### config.mk
export PLATFORM = sky130hd
export DESIGN_NAME = game_state_controller
export DESIGN_NICKNAME = d
export VERILOG_FILES = /design/src/rtl/game_pkg.sv /design/src/rtl/game_state_controller_rise_detect.sv /design/src/rtl/game_state_controller.sv
export SDC_FILE = /design/constraint.sdc
export NUM_CORES = 1
export LEC_CHECK = 0
export BUFFER_PORTS_ARGS = -buffer_cell sky130_fd_sc_hd__buf_2
export CAP_MARGIN = 20
export CORE_MARGIN = 2
export CORE_UTILIZATION = 50
export CTS_CLUSTER_SIZE = 10
export DETAILED_ROUTE_END_ITERATION = 8
export HOLD_SLACK_MARGIN = 0.02
export MAX_ROUTING_LAYER = met4
export PLACE_DENSITY_LB_ADDON = 0.25
export REMOVE_ABC_BUFFERS = 1
export SYNTH_ARGS = -nofsm -noshare
export SYNTH_HDL_FRONTEND = slang
export SYNTH_HIERARCHICAL = 1
export SYNTH_SLANG_ARGS = --single-unit
### constraint.sdc
create_clock -name Clk -period 2.26 [get_ports Clk]
set_clock_uncertainty 0.05 [all_clocks]
set_input_delay 0 -clock Clk [delete_from_list [all_inputs] [get_ports Clk]]
set_output_delay 0 -clock Clk [all_outputs]
set_load 0.005 [all_outputs]
### src/rtl/game_pkg.sv
// game_pkg: shared state encoding, widths and key codes for the game sequencer
package game_pkg;
  typedef enum logic [3:0] {
    WAIT = 4'b1000,
    PLAY = 4'b0100,
    WIN  = 4'b0010,
    LOSE = 4'b0001
  } status_t;
  localparam int SCORE_W = 8;
  localparam int RESULT_W = 10;
  localparam int PLAY_W = 16;
  localparam logic [7:0] KEY_SPACE = 8'h2C;
endpackage

### src/rtl/game_state_controller_rise_detect.sv
// rise_detect: registered 1-bit rising-edge detector with a combinational pulse
module rise_detect (
  input  logic Clk,
  input  logic Reset,
  input  logic d,
  output logic rise
);
  logic q;
  always_ff @(posedge Clk) q <= Reset ? 1'b0 : d;
  assign rise = d & ~q;
endmodule

### src/rtl/game_state_controller.sv
// game_state_controller: round sequencer (wait/play/win/lose), score keeping and round reset.
// Optional GAME_TIMER_EN adds a play-time limit that forces LOSE.
module game_state_controller
  import game_pkg::*;
#(
  parameter int WIN_COINS = 10,
  parameter int RESULT_FRAMES = 180,
  parameter int TIME_LIMIT_FRAMES = 3600,
  parameter logic [7:0] START_KEY = KEY_SPACE
) (
  input  logic       Clk,
  input  logic       Reset,
  input  logic       frame_clk,
  input  logic [7:0] keycode,
  input  logic       coin_hit,
  input  logic       collision,
  output logic [3:0] status,
  output logic [7:0] score,
  output logic       game_reset,
  output logic       frame_tick
);
  localparam logic [3:0] S_WAIT = WAIT;
  localparam logic [3:0] S_PLAY = PLAY;
  localparam logic [3:0] S_WIN = WIN;
  localparam logic [3:0] S_LOSE = LOSE;
  logic [7:0] key_q;
  logic [RESULT_W-1:0] result_cnt, result_inc;
  logic [SCORE_W-1:0] score_inc;
  logic start_edge, win_hit, result_done, time_up;
  rise_detect u_frame (.Clk(Clk), .Reset(Reset), .d(frame_clk), .rise(frame_tick));
  assign start_edge = (keycode == START_KEY) && (key_q != START_KEY);
  assign score_inc = score + 1'b1;
  assign result_inc = result_cnt + 1'b1;
  assign win_hit = score_inc == SCORE_W'(WIN_COINS);
  assign result_done = result_inc == RESULT_W'(RESULT_FRAMES);
`ifdef GAME_TIMER_EN
  logic [PLAY_W-1:0] play_cnt, play_inc;
  assign play_inc = play_cnt + 1'b1;
  assign time_up = frame_tick && status == S_PLAY && play_inc == PLAY_W'(TIME_LIMIT_FRAMES);
  always_ff @(posedge Clk)
    if (Reset || status != S_PLAY) play_cnt <= '0;
    else if (frame_tick) play_cnt <= play_inc;
`else
  assign time_up = 1'b0;
`endif
  always_ff @(posedge Clk) begin
    if (Reset) begin
      status <= S_WAIT;
      score <= '0;
      game_reset <= 1'b0;
      key_q <= '0;
      result_cnt <= '0;
    end else begin
      key_q <= keycode;
      game_reset <= 1'b0;
      case (status)
        S_WAIT: if (start_edge) begin
          status <= S_PLAY;
          score <= '0;
          game_reset <= 1'b1;
        end
        S_PLAY: if (collision || time_up) begin
          status <= S_LOSE;
          result_cnt <= '0;
        end else if (coin_hit) begin
          score <= score_inc;
          if (win_hit) begin
            status <= S_WIN;
            result_cnt <= '0;
          end
        end
        S_WIN, S_LOSE: if (frame_tick) begin
          result_cnt <= result_inc;
          if (result_done) status <= S_WAIT;
        end
        default: status <= S_WAIT;
      endcase
    end
  end
endmodule

* Yosys cells after proc, flatten, opt, wreduce, memory -nomap -nowiden
Index checks and enable logic that the tools add are counted.
** Cells by class
- Muxes and demuxes :: 17
- Magnitude comparators :: 0
- Equal/unequal tests :: 15
- Divide/modulo/power cells :: 0
- Bitwise logic cells :: 3
- $add $sub $neg :: 2
- Shift operators :: 0
- Reduce and logical (&&, ||, !) cells :: 8
- $mul :: 0
** Operator list (number)
- $mux 10 :: 4
- $mux 4 :: 6
- $mux 8 :: 3
- $pmux 10 s2 :: 1
- $pmux 8 s2 :: 1
- $pmux 4 s3 :: 1
- $add 10x1->10 const B :: 1
- $eq 10x8->1 const B :: 1
- $ne 2x2->1 const B :: 5
- $add 8x1->8 const B :: 1
- $eq 8x4->1 const B :: 1
- $eq 8x6->1 const B :: 1
- $ne 8x6->1 const B :: 1
- $reduce_and 4->1 :: 2
- $ne 3x3->1 const B :: 2
- $reduce_and 5->1 :: 1
- $eq 4x1->1 const B :: 1
- $eq 4x2->1 const B :: 1
- $eq 4x3->1 const B :: 1
- $eq 4x4->1 const B :: 1
- $reduce_bool 2->1 :: 2
- $reduce_or 2->1 :: 2
- $not 1->1 :: 2
- $and 1x1->1 :: 1
- 2 further kinds :: 2
** Storage, ports and cells
- Bits in latches :: 0
- RAM bits :: 0
- ROM bits :: 0
- Register bits after elaboration :: 32
- Bits of input ports :: 13
- Word-level logic and storage cells :: 51
- Memories :: 0

* Longest topological paths before layout
Gate-level depths: netlist (run 1).
- Depth in word-level cells :: 6
- Gate-level depth with buffers :: 9

* Cells and area by module
Netlist (run 1), hierarchy kept.
** Modules (own cells, without submodules)
- game_state_controller :: sequential area each 620.6 um^2, area an instance 1600.3 um^2, cells an instance 199, instances 1
- rise_detect :: sequential area each 20.0 um^2, area an instance 47.5 um^2, cells an instance 3, instances 1

* Worst setup path after synthesis (run 1)
No wires, ideal clock.
- Path kind :: flip-flop to flip-flop
- Start point :: register status[0]
- End point :: register score[6]
- Library setup time :: 0.070 ns
- Clock period less this slack :: 2.262 ns
- Buffers on the path :: 1
- Path slack :: -0.002 ns
- Arrival time :: 2.142 ns
- Cell stages (with the launch flop) :: 8
- Cell sequence :: dfxtp_1 > or4b_1 > buf_2 > o21a_1 > a211o_1 > or2_4 > or4_1 > a21oi_1
** Between the ends
- Longest elaborated chain between the ends :: 3
- Elaborated cells between the ends (all ways) :: 8
- Classes of those cells :: 5 x eq/ne; 1 x mux; 2 x reduce/logical
** RTL lines
- start, declared :: line game_state_controller.sv:17 : output logic [3:0] status,
- start signal, assigned :: line game_state_controller.sv:48 : status <= S_WAIT;
- start signal, assigned :: line game_state_controller.sv:58 : status <= S_PLAY;
- start signal, assigned :: line game_state_controller.sv:63 : status <= S_LOSE;
- $eq 4x3->1 or $eq 4x4->1 (tied branches) :: line game_state_controller.sv:56 : case (status)
- $ne 2x2->1 (no line) or $reduce_bool 2->1 (tied branches)
- $reduce_and 4->1 (no line)
- end signal, assigned :: line game_state_controller.sv:66 : score <= score_inc;
- end, declared :: line game_state_controller.sv:18 : output logic [7:0] score,
Several ways; a longest one is shown, not always the timed one.
A chain may end at the register's enable or synchronous reset.

* Worst setup path in the final report (run 1)
- Start point :: register status[1]
- End point :: register score[6]
The elaborated chain is that of the path after synthesis.

==> flow_metrics.env, run 1 <==
export IMPL_status="complete, no violations"
export IMPL_final_nets=267
export IMPL_crit_chain="or4b_4 -> o21a_1 -> a211o_1 -> or2_4 -> or4_1 -> a21oi_1"
export IMPL_grt_max_degree=34
export IMPL_clock_latency_ps=320
export IMPL_start_util_pct=53.1
export IMPL_antenna_found_initial=0
export IMPL_setup_viol=0
export IMPL_end_kind="flop"
export IMPL_crit_path_start_kind="flop"
export IMPL_die_x_um=61.4
export IMPL_multiInputGateArea_um2=962
export IMPL_postLayoutSetupSlackWorst_ps=25.1
export IMPL_synth_largest_area_cell="dfxtp_1"
export IMPL_hold_path_class="input pin to flop"
export IMPL_powerDensity_nw_per_um2=547
export IMPL_yosys_top_cells_area="dfxtp_1 (39%), a21oi_1 (7.0%), o21ai_1 (4.9%)"
export IMPL_syn_area_per_cell_um2=8.16
export IMPL_crit_required_ps=2470
export IMPL_cts_tree="built"
export IMPL_port_buffers=26
export IMPL_synth_distinct_cells=41
export IMPL_synth_edf_count=0
export IMPL_vias=1635
export IMPL_rsz0062_at_grt="yes"
export IMPL_critPathArrivalTime_ps=2440
export IMPL_regArea_um2=648
export IMPL_cp_slowest_cell="or4b_4"
export IMPL_fin_setup_tns_ps=0
export IMPL_synth_seq_cells=32
export IMPL_numCtsBuffers=5
export IMPL_tightest_slew_ps=653
export IMPL_routed_wl_um=3860
export IMPL_min_period_over_period_pct=98.9
export IMPL_ys_flop_type="dfxtp_1"
export IMPL_grt_overflow_total=0
export IMPL_cp_buffers_inverters=0
export IMPL_fill_cells=268
export IMPL_relSlewSlack_pct=56.4
export IMPL_cap_violations=0
export IMPL_cellLeakagePower_nw=0.827
export IMPL_cts_max_path_buffers=2
export IMPL_post_route_util_pct=67.5
export IMPL_core_um2=3100
export IMPL_die_h_um=61.4
export IMPL_hold_ws_ps=133
export IMPL_critPathTopFamily="simple AND/OR/NAND/NOR gates"
export IMPL_syn_area_um2=1650
export IMPL_ir_worst_vdd_v=0.000470
export IMPL_fp_dieArea_um2=3770
export IMPL_cts_root_buf="clkbuf_4"
export IMPL_synth_warning_count=6
export IMPL_grt_pass1_vias=1357
export IMPL_drive_gt1_share_pct=23.8
export IMPL_drt_vias_per_instance=5.52
export IMPL_clk_pin_slew_ps=110
export IMPL_ios=27
export IMPL_cts_sinks=32
export IMPL_rows=20
export IMPL_place_congestion=0.898
export IMPL_hpwl_um=2540
export IMPL_placed_area_um2=1910
export IMPL_n_antenna_cell=0
export IMPL_htreeDepth=2
export IMPL_fin_crit_ps=2230
export IMPL_synth_top_area_share_pct=38.9
export IMPL_post_route_cell_area_um2=2100
export IMPL_path_max_fanout=6
export IMPL_drc=0
export IMPL_drtAntennaViolNets=0
export IMPL_grt_pass1_wl_um=6040
export IMPL_grt_usage_pct=22.5
export IMPL_fmax_ghz=0.447
export IMPL_drtIter0Drc=65
export IMPL_dr_pass1_iters=4
export IMPL_syn_inst=202
export IMPL_ys_seq_area_share_pct=38.9
export IMPL_worst_setup_path_type="flop to flop"
export IMPL_maxSlewViolCount=0
export IMPL_syn2layout_area_growth_pct=27.2
export IMPL_async_flop_share_pct=0
export IMPL_final_hold_violation_count=0
export IMPL_place_worst_setup_slack_ps=19.2
export IMPL_crit_path_max_incr_delay_ps=540
export IMPL_wl_per_cell_um=13.0
cell families after synthesis:
kind of cell,synth area share (%)
AND/OR/NAND/NOR,37.0
AO/OA/AOI/OAI,18.0
flip-flops,38.9
buffers and inverters,3.34
adder cells (fa/ha/maj),2.28
XOR/XNOR,0.532
repair_timing:
item / in CTS / in global routing
setup buffers: 0 / 0
gates resized for setup: 1 / 9
setup endpoints to repair: 1 / 14
pin swaps: 0 / 11
endpoints found under the hold margin: 11 / 0
hold buffers: 10 / 0
gates cloned: 0 / 0
registers in the layout, summed over array words and instances, names as in the netlist:
register / cells
score: 8
game_reset: 1
result_cnt: 10
status: 4
u_frame/q: 1
key_q: 8
routing by layer:
metal | track usage (%) | up-vias | share of wire, %
met1 | 29.3 | 752 | 46
li1 | - | 834 | -
met2 | 35.3 | 43 | 48
met4 | 6.08 | 0 | 0.75
met3 | 5.25 | 6 | 5.4
met5 | - | - | 0
cells in the final DEF, fill, tap and decap left out, drive strengths merged, types with 3 or more instances in the layout:
| cell type | instances |
|---|---|
| or3b | 5 |
| nor2 | 18 |
| and2 | 3 |
| nand2 | 11 |
| dlygate4sd3 | 10 |
| nor2b | 14 |
| or4 | 3 |
| a21oi | 23 |
| ha | 3 |
| inv | 4 |
| or3 | 9 |
| nand4 | 3 |
| nand3 | 9 |
| o21ai | 19 |
| and3 | 4 |
| clkbuf | 6 |
| buf | 42 |
| or4b | 5 |
| dfxtp | 32 |
final cells by class:
cell class | instances | area share (%)
Clock inverter | 2 | 0.478
Inverter | 4 | 0.716
Timing Repair Buffer | 52 | 16.9
Sequential cell | 32 | 30.9
Multi-Input combinational cell | 156 | 45.9
Tap cell | 44 | 2.63
Clock buffer | 6 | 2.45
final timing paths:
path | from | endpoint | slack (ps) | depth (start not counted)
worst max-delay path | status[1] | score[6] | 30 | 6
worst min-delay path | Reset | u_frame/q | 130 | 2
worst max register to register | status[1] | score[6] | 30 | 6
worst min register to register | result_cnt[1] | result_cnt[1] | 430 | 2
metrics by stage:
stage	total power [W]	std cells
6_report	0.00115	296
2_1_floorplan	0.000703	192
3_5_place_dp	0.000787	278
4_1_cts	0.00115	296
5_1_grt	0.00120	296
3_3_place_gp	0.000786	278
cell usage after synthesis, types with 4 or more instances:
master / count
a21oi_1: 23
and3_1: 4
clkbuf_1: 8
dfxtp_1: 32
inv_1: 4
nand2_1: 11
nand3_1: 9
nor2_1: 18
nor2b_1: 12
o21ai_1: 16
or3_1: 9
or3b_1: 5
or4b_1: 5
report_power, final:
part	total (W)	internal, W	switching (W)
logic	0.000200	0.0000939	0.000106
clock network	0.000350	0.000148	0.000202
registers	0.000597	0.000585	0.0000124
worst register-to-register path, stage by stage, from the launching register on:
cell     delay [ps]
dfxtp_2         340
or4b_4          540
o21a_1          200
a211o_1         240
or2_4           280
or4_1           390
a21oi_1         120
No activity file was read; power rests on OpenSTA's default activity.
==> run 2: changes to the inputs <==
SETUP_SLACK_MARGIN = 0.05   (was unset)
==> flow_metrics.env, run 2 (synthesis results as in run 1) <==
export IMPL_fmax_ghz=0.453
export IMPL_final_nets=268
export IMPL_cts_max_path_buffers=2
export IMPL_grt_max_degree=34
export IMPL_pwr_share_seq_pct=51.5
export IMPL_power_frac_comb_pct=18.0
export IMPL_syn2layout_area_growth_pct=28.3
export IMPL_grt_usage_pct=22.5
export IMPL_p_clk_share_pct=30.6
export IMPL_die_x_um=61.4
export IMPL_htreeDepth=2
export IMPL_dr_pass1_iters=4
export IMPL_min_period_over_period_pct=97.6
export IMPL_met3_length_um=191
export IMPL_min_delay_start="Reset"
export IMPL_hold_path_class="input pin to flop"
export IMPL_top_register="result_cnt"
export IMPL_drc=0
export IMPL_status="complete, no violations"
export IMPL_fin_setup_tns_ps=0
export IMPL_drtIter0Drc=59
export IMPL_final_hold_violation_count=0
export IMPL_wl_met2_um=1830
export IMPL_ios=27
export IMPL_crit_path_start_kind="flop"
export IMPL_grt_overflow_total=0
export IMPL_cts_tree="built"
export IMPL_routed_wl_um=3850
export IMPL_clk_pin_slew_ps=100
export IMPL_vias=1650
export IMPL_drtAntennaViolNets=0
export IMPL_drt_met1_wl_um=1790
export IMPL_critPathArrivalTime_ps=2430
export IMPL_largest_reg_flops=10
export IMPL_post_route_util_pct=68.1
export IMPL_rows=20
export IMPL_reg2reg_from="status[0]"
export IMPL_antenna_found_initial=0
export IMPL_final_common_cell="dfxtp_1"
export IMPL_tightest_slew_ps=638
export IMPL_ir_worst_vdd_v=0.000585
export IMPL_relSlewSlack_pct=57.5
export IMPL_cellLeakagePower_nw=0.844
export IMPL_grt_pass1_wl_um=6050
export IMPL_grt_pass1_vias=1387
export IMPL_cts_root_buf="clkbuf_4"
export IMPL_hpwl_um=2540
export IMPL_fin_crit_ps=2210
export IMPL_start_util_pct=53.1
export IMPL_power_internal_w=0.000831
export IMPL_die_h_um=61.4
export IMPL_numCtsBuffers=5
export IMPL_reg_largest_list="result_cnt x10, key_q x8, score x8"
export IMPL_setup_viol=0
export IMPL_cts_sinks=32
export IMPL_n_antenna_cell=0
export IMPL_port_buffers=26
export IMPL_rsz0062_at_grt="yes"
export IMPL_end_kind="flop"
export IMPL_core_um2=3100
export IMPL_maxSlewViolCount=0
export IMPL_fp_dieArea_um2=3770
export IMPL_clock_latency_ps=330
export IMPL_powerDensity_nw_per_um2=545
export IMPL_highest_layer="met4"
export IMPL_cap_violations=0
export IMPL_worst_setup_path_type="flop to flop"
export IMPL_place_congestion=0.898
export IMPL_crit_required_ps=2480
export IMPL_final_cell_mix="dfxtp_1 (29), buf_2 (26), a21oi_1 (22)"
export IMPL_cp_startpoint="status[0]"
export IMPL_path_max_fanout=6
export IMPL_switchingPower_w=0.000322
export IMPL_swShare_pct=27.9
export IMPL_wl_per_cell_um=12.9
export IMPL_drt_vias_per_instance=5.56
export IMPL_drive_gt1_share_pct=24.9
-- run 2: cell types whose count changed in the layout (fill, tap and decap cells not counted), sizes merged --
| cell | previous run | this run |
|---|---|---|
| buf | 42 | 43 |
-- run 2: timing repair --
| item | in CTS | in global routing |
|---|---|---|
| setup endpoints to repair | 5 | 14 |
| setup buffers | 1 | 0 |
| hold endpoints to repair | 11 | 0 |
| pin swaps | 3 | 8 |
| resized for setup | 3 | 8 |
| hold buffers | 10 | 0 |
-- run 2: path summary, 6_finish.rpt --
path                        end  slack (ps)  depth (start not counted)
hold reg to reg   result_cnt[1]         430                          2
setup reg to reg       score[6]          50                          6
hold / removal        u_frame/q         110                          2
setup / recovery       score[6]          50                          6
-- run 2: through the flow --
step / power, W / cell area, um2 / instances / hold slack (ps) / worst slack, ps
floorplan: 0.000703 / 1610 / 192 / 14.3 / -263
global placement: 0.000786 / 1910 / 278 / 173 / 40.0
detailed placement: 0.000787 / 1910 / 278 / 179 / 19.2
CTS: 0.00116 / 2090 / 297 / 122 / 63.8
global route: 0.00121 / 2110 / 297 / 129 / -37.0
finish: 0.00115 / 2110 / 297 / 115 / 53.6
-- run 2: area by class of cell --
class,count,area (um2)
Clock buffer,6,51.3
Clock inverter,2,10.0
Fill cell,268,988
Inverter,4,15.0
Multi-Input combinational cell,156,977
Sequential cell,32,644
Tap cell,44,55.1
Timing Repair Buffer,53,362
-- run 2: metal layers --
layer  GRT usage [%]  vias up
met5               -        -
met2            35.3       41
met3            5.46        6
met1            28.9      771
met4            6.69        0
li1                -      832
-- run 2: power groups by stage --
stage | Combinational (W) | Sequential [W] | Clock (W)
after floorplan | 0.0000986 | 0.000605 | 0
after CTS | 0.000205 | 0.000594 | 0.000360
after global routing | 0.000229 | 0.000597 | 0.000385
after detailed placement | 0.000182 | 0.000606 | 0
after global placement | 0.000182 | 0.000604 | 0
final | 0.000207 | 0.000594 | 0.000352
-- run 2: critical path, stage by stage, from the launching register on --
cell and delay [ps]:
dfxtp_1 350, or4b_4 530, o21a_1 180, a211o_1 240, or2_4 260, or4_1 390
a21oi_1 140
==> run 3: changes to the inputs <==
CELL_PAD_IN_SITES_DETAIL_PLACEMENT = 0   (was unset)
CELL_PAD_IN_SITES_GLOBAL_PLACEMENT = 2   (was unset)
CORE_UTILIZATION = 29   (was 50)
==> flow_metrics.env, run 3 (synthesis results as in run 1) <==
export IMPL_ios=27
export IMPL_grt_pass1_wl_um=7310
export IMPL_place_worst_setup_slack_ps=29.3
export IMPL_cts_root_buf="clkbuf_8"
export IMPL_r2r_end="score[6]"
export IMPL_largest_reg_flops=10
export IMPL_syn2layout_area_growth_pct=35.4
export IMPL_drtAntennaViolNets=0
export IMPL_n_antenna_cell=0
export IMPL_grt_pass1_vias=1505
export IMPL_drt_vias_per_instance=4.88
export IMPL_rsz0062_at_grt="yes"
export IMPL_worst_setup_path_type="flop to flop"
export IMPL_drive_gt1_share_pct=26.5
export IMPL_top_register="result_cnt"
export IMPL_port_buffers=26
export IMPL_dr_pass1_iters=4
export IMPL_final_hold_violation_count=0
export IMPL_critPathArrivalTime_ps=2360
export IMPL_drtIter0Drc=39
export IMPL_hold_depth=2
export IMPL_die_x_um=79.4
export IMPL_placed_area_um2=1980
export IMPL_cap_violations=0
export IMPL_clock_latency_ps=290
export IMPL_fmax_ghz=0.456
export IMPL_cp_startpoint="status[3]"
export IMPL_fin_crit_ps=2190
export IMPL_ff2ff_path_depth=6
export IMPL_ir_worst_vdd_v=0.000312
export IMPL_status="complete, no violations"
export IMPL_final_common_cell="dfxtp_1"
export IMPL_core_um2=5510
export IMPL_cts_tree="built"
export IMPL_p_total_w=0.00138
export IMPL_cellLeakagePower_nw=0.867
export IMPL_setup_viol=0
export IMPL_end_kind="flop"
export IMPL_die_h_um=79.4
export IMPL_wl_per_cell_um=13.1
export IMPL_min_period_over_period_pct=96.9
export IMPL_tightest_slew_ps=660
export IMPL_drc=0
export IMPL_post_route_cell_area_um2=2230
export IMPL_numCtsBuffers=5
export IMPL_vias=1606
export IMPL_relSlewSlack_pct=56.0
export IMPL_antenna_found_initial=0
export IMPL_reg_largest_list="result_cnt x10, key_q x8, score x8"
export IMPL_final_cell_mix="dfxtp_1 (28), buf_2 (26), a21oi_1 (23)"
export IMPL_min_delay_start="Reset"
export IMPL_clk_pin_slew_ps=80
export IMPL_cts_max_path_buffers=2
export IMPL_hpwl_um=2930
export IMPL_start_util_pct=29.9
export IMPL_path_max_fanout=6
export IMPL_place_congestion=0.730
export IMPL_maxSlewViolCount=0
export IMPL_final_nets=272
export IMPL_powerDensity_nw_per_um2=617
export IMPL_postLayoutSetupSlackWorst_ps=69.0
export IMPL_grt_overflow_total=0
export IMPL_rows=27
export IMPL_grt_max_degree=34
export IMPL_hold_path_class="input pin to flop"
export IMPL_routed_wl_um=4320
export IMPL_crit_required_ps=2420
export IMPL_fp_dieArea_um2=6300
export IMPL_hold_end="score[0]"
export IMPL_crit_path_start_kind="flop"
export IMPL_r2r_slack_ps=70
export IMPL_post_route_util_pct=40.5
export IMPL_cts_sinks=32
export IMPL_htreeDepth=2
export IMPL_reg2reg_from="status[3]"
export IMPL_grt_usage_pct=15.2
[run 3: per-stage QoR]
stage / hold WS (ps) / cells / TNS [ps]
after detailed placement: 179 / 310 / 0
final: 171 / 329 / 0
after global placement: 178 / 310 / 0
after CTS: 176 / 329 / 0
after floorplan: 14.3 / 192 / -1380
after global routing: 218 / 329 / 0
[run 3: what timing repair did]
item	4_1_cts	5_1_grt
gates resized for setup	2	9
setup buffers	1	0
endpoints found under the setup margin	3	16
pin swaps	3	8
endpoints found under the hold margin	10	0
hold buffers	10	0
[run 3: critical path, cell delays in order (launching register included)]
cell	delay, ps
dfxtp_2	330
or4b_4	540
o21a_1	180
a211o_1	240
or2_4	260
or4_1	400
a21oi_1	120
[run 3: layout make-up]
| type | instances | area [um2] |
|---|---|---|
| multi-input combinational | 156 | 977 |
| inverter | 4 | 15.0 |
| tap | 72 | 90.1 |
| clock buffer | 5 | 68.8 |
| timing repair buffer | 57 | 392 |
| clock inverter | 3 | 42.5 |
| sequential | 32 | 646 |
| fill | 572 | 3280 |
[run 3: routing by layer]
| layer | GRT usage (%) | vias up | routed length, um |
|---|---|---|---|
| li1 | - | 840 | - |
| met1 | 19.8 | 738 | 2160 |
| met2 | 23.9 | 22 | 2000 |
| met3 | 3.05 | 6 | 113 |
| met4 | 4.66 | 0 | 55 |
| met5 | - | - | 0 |
[run 3: worst max-delay path by stage]
stage	to	slack, ps
2_1_floorplan	score[6]	-260
3_3_place_gp	score[6]	50
3_5_place_dp	score[6]	30
4_1_cts	score[6]	60
5_1_grt	score[6]	20
6_report	score[6]	70
[run 3: report_power, final]
| part | leakage [nW] | internal (W) | switching, W |
|---|---|---|---|
| clock | 0.0541 | 0.000326 | 0.000231 |
| combinational | 0.552 | 0.000110 | 0.000118 |
| sequential | 0.261 | 0.000583 | 0.00000902 |
| total | 0.867 | 0.00102 | 0.000358 |
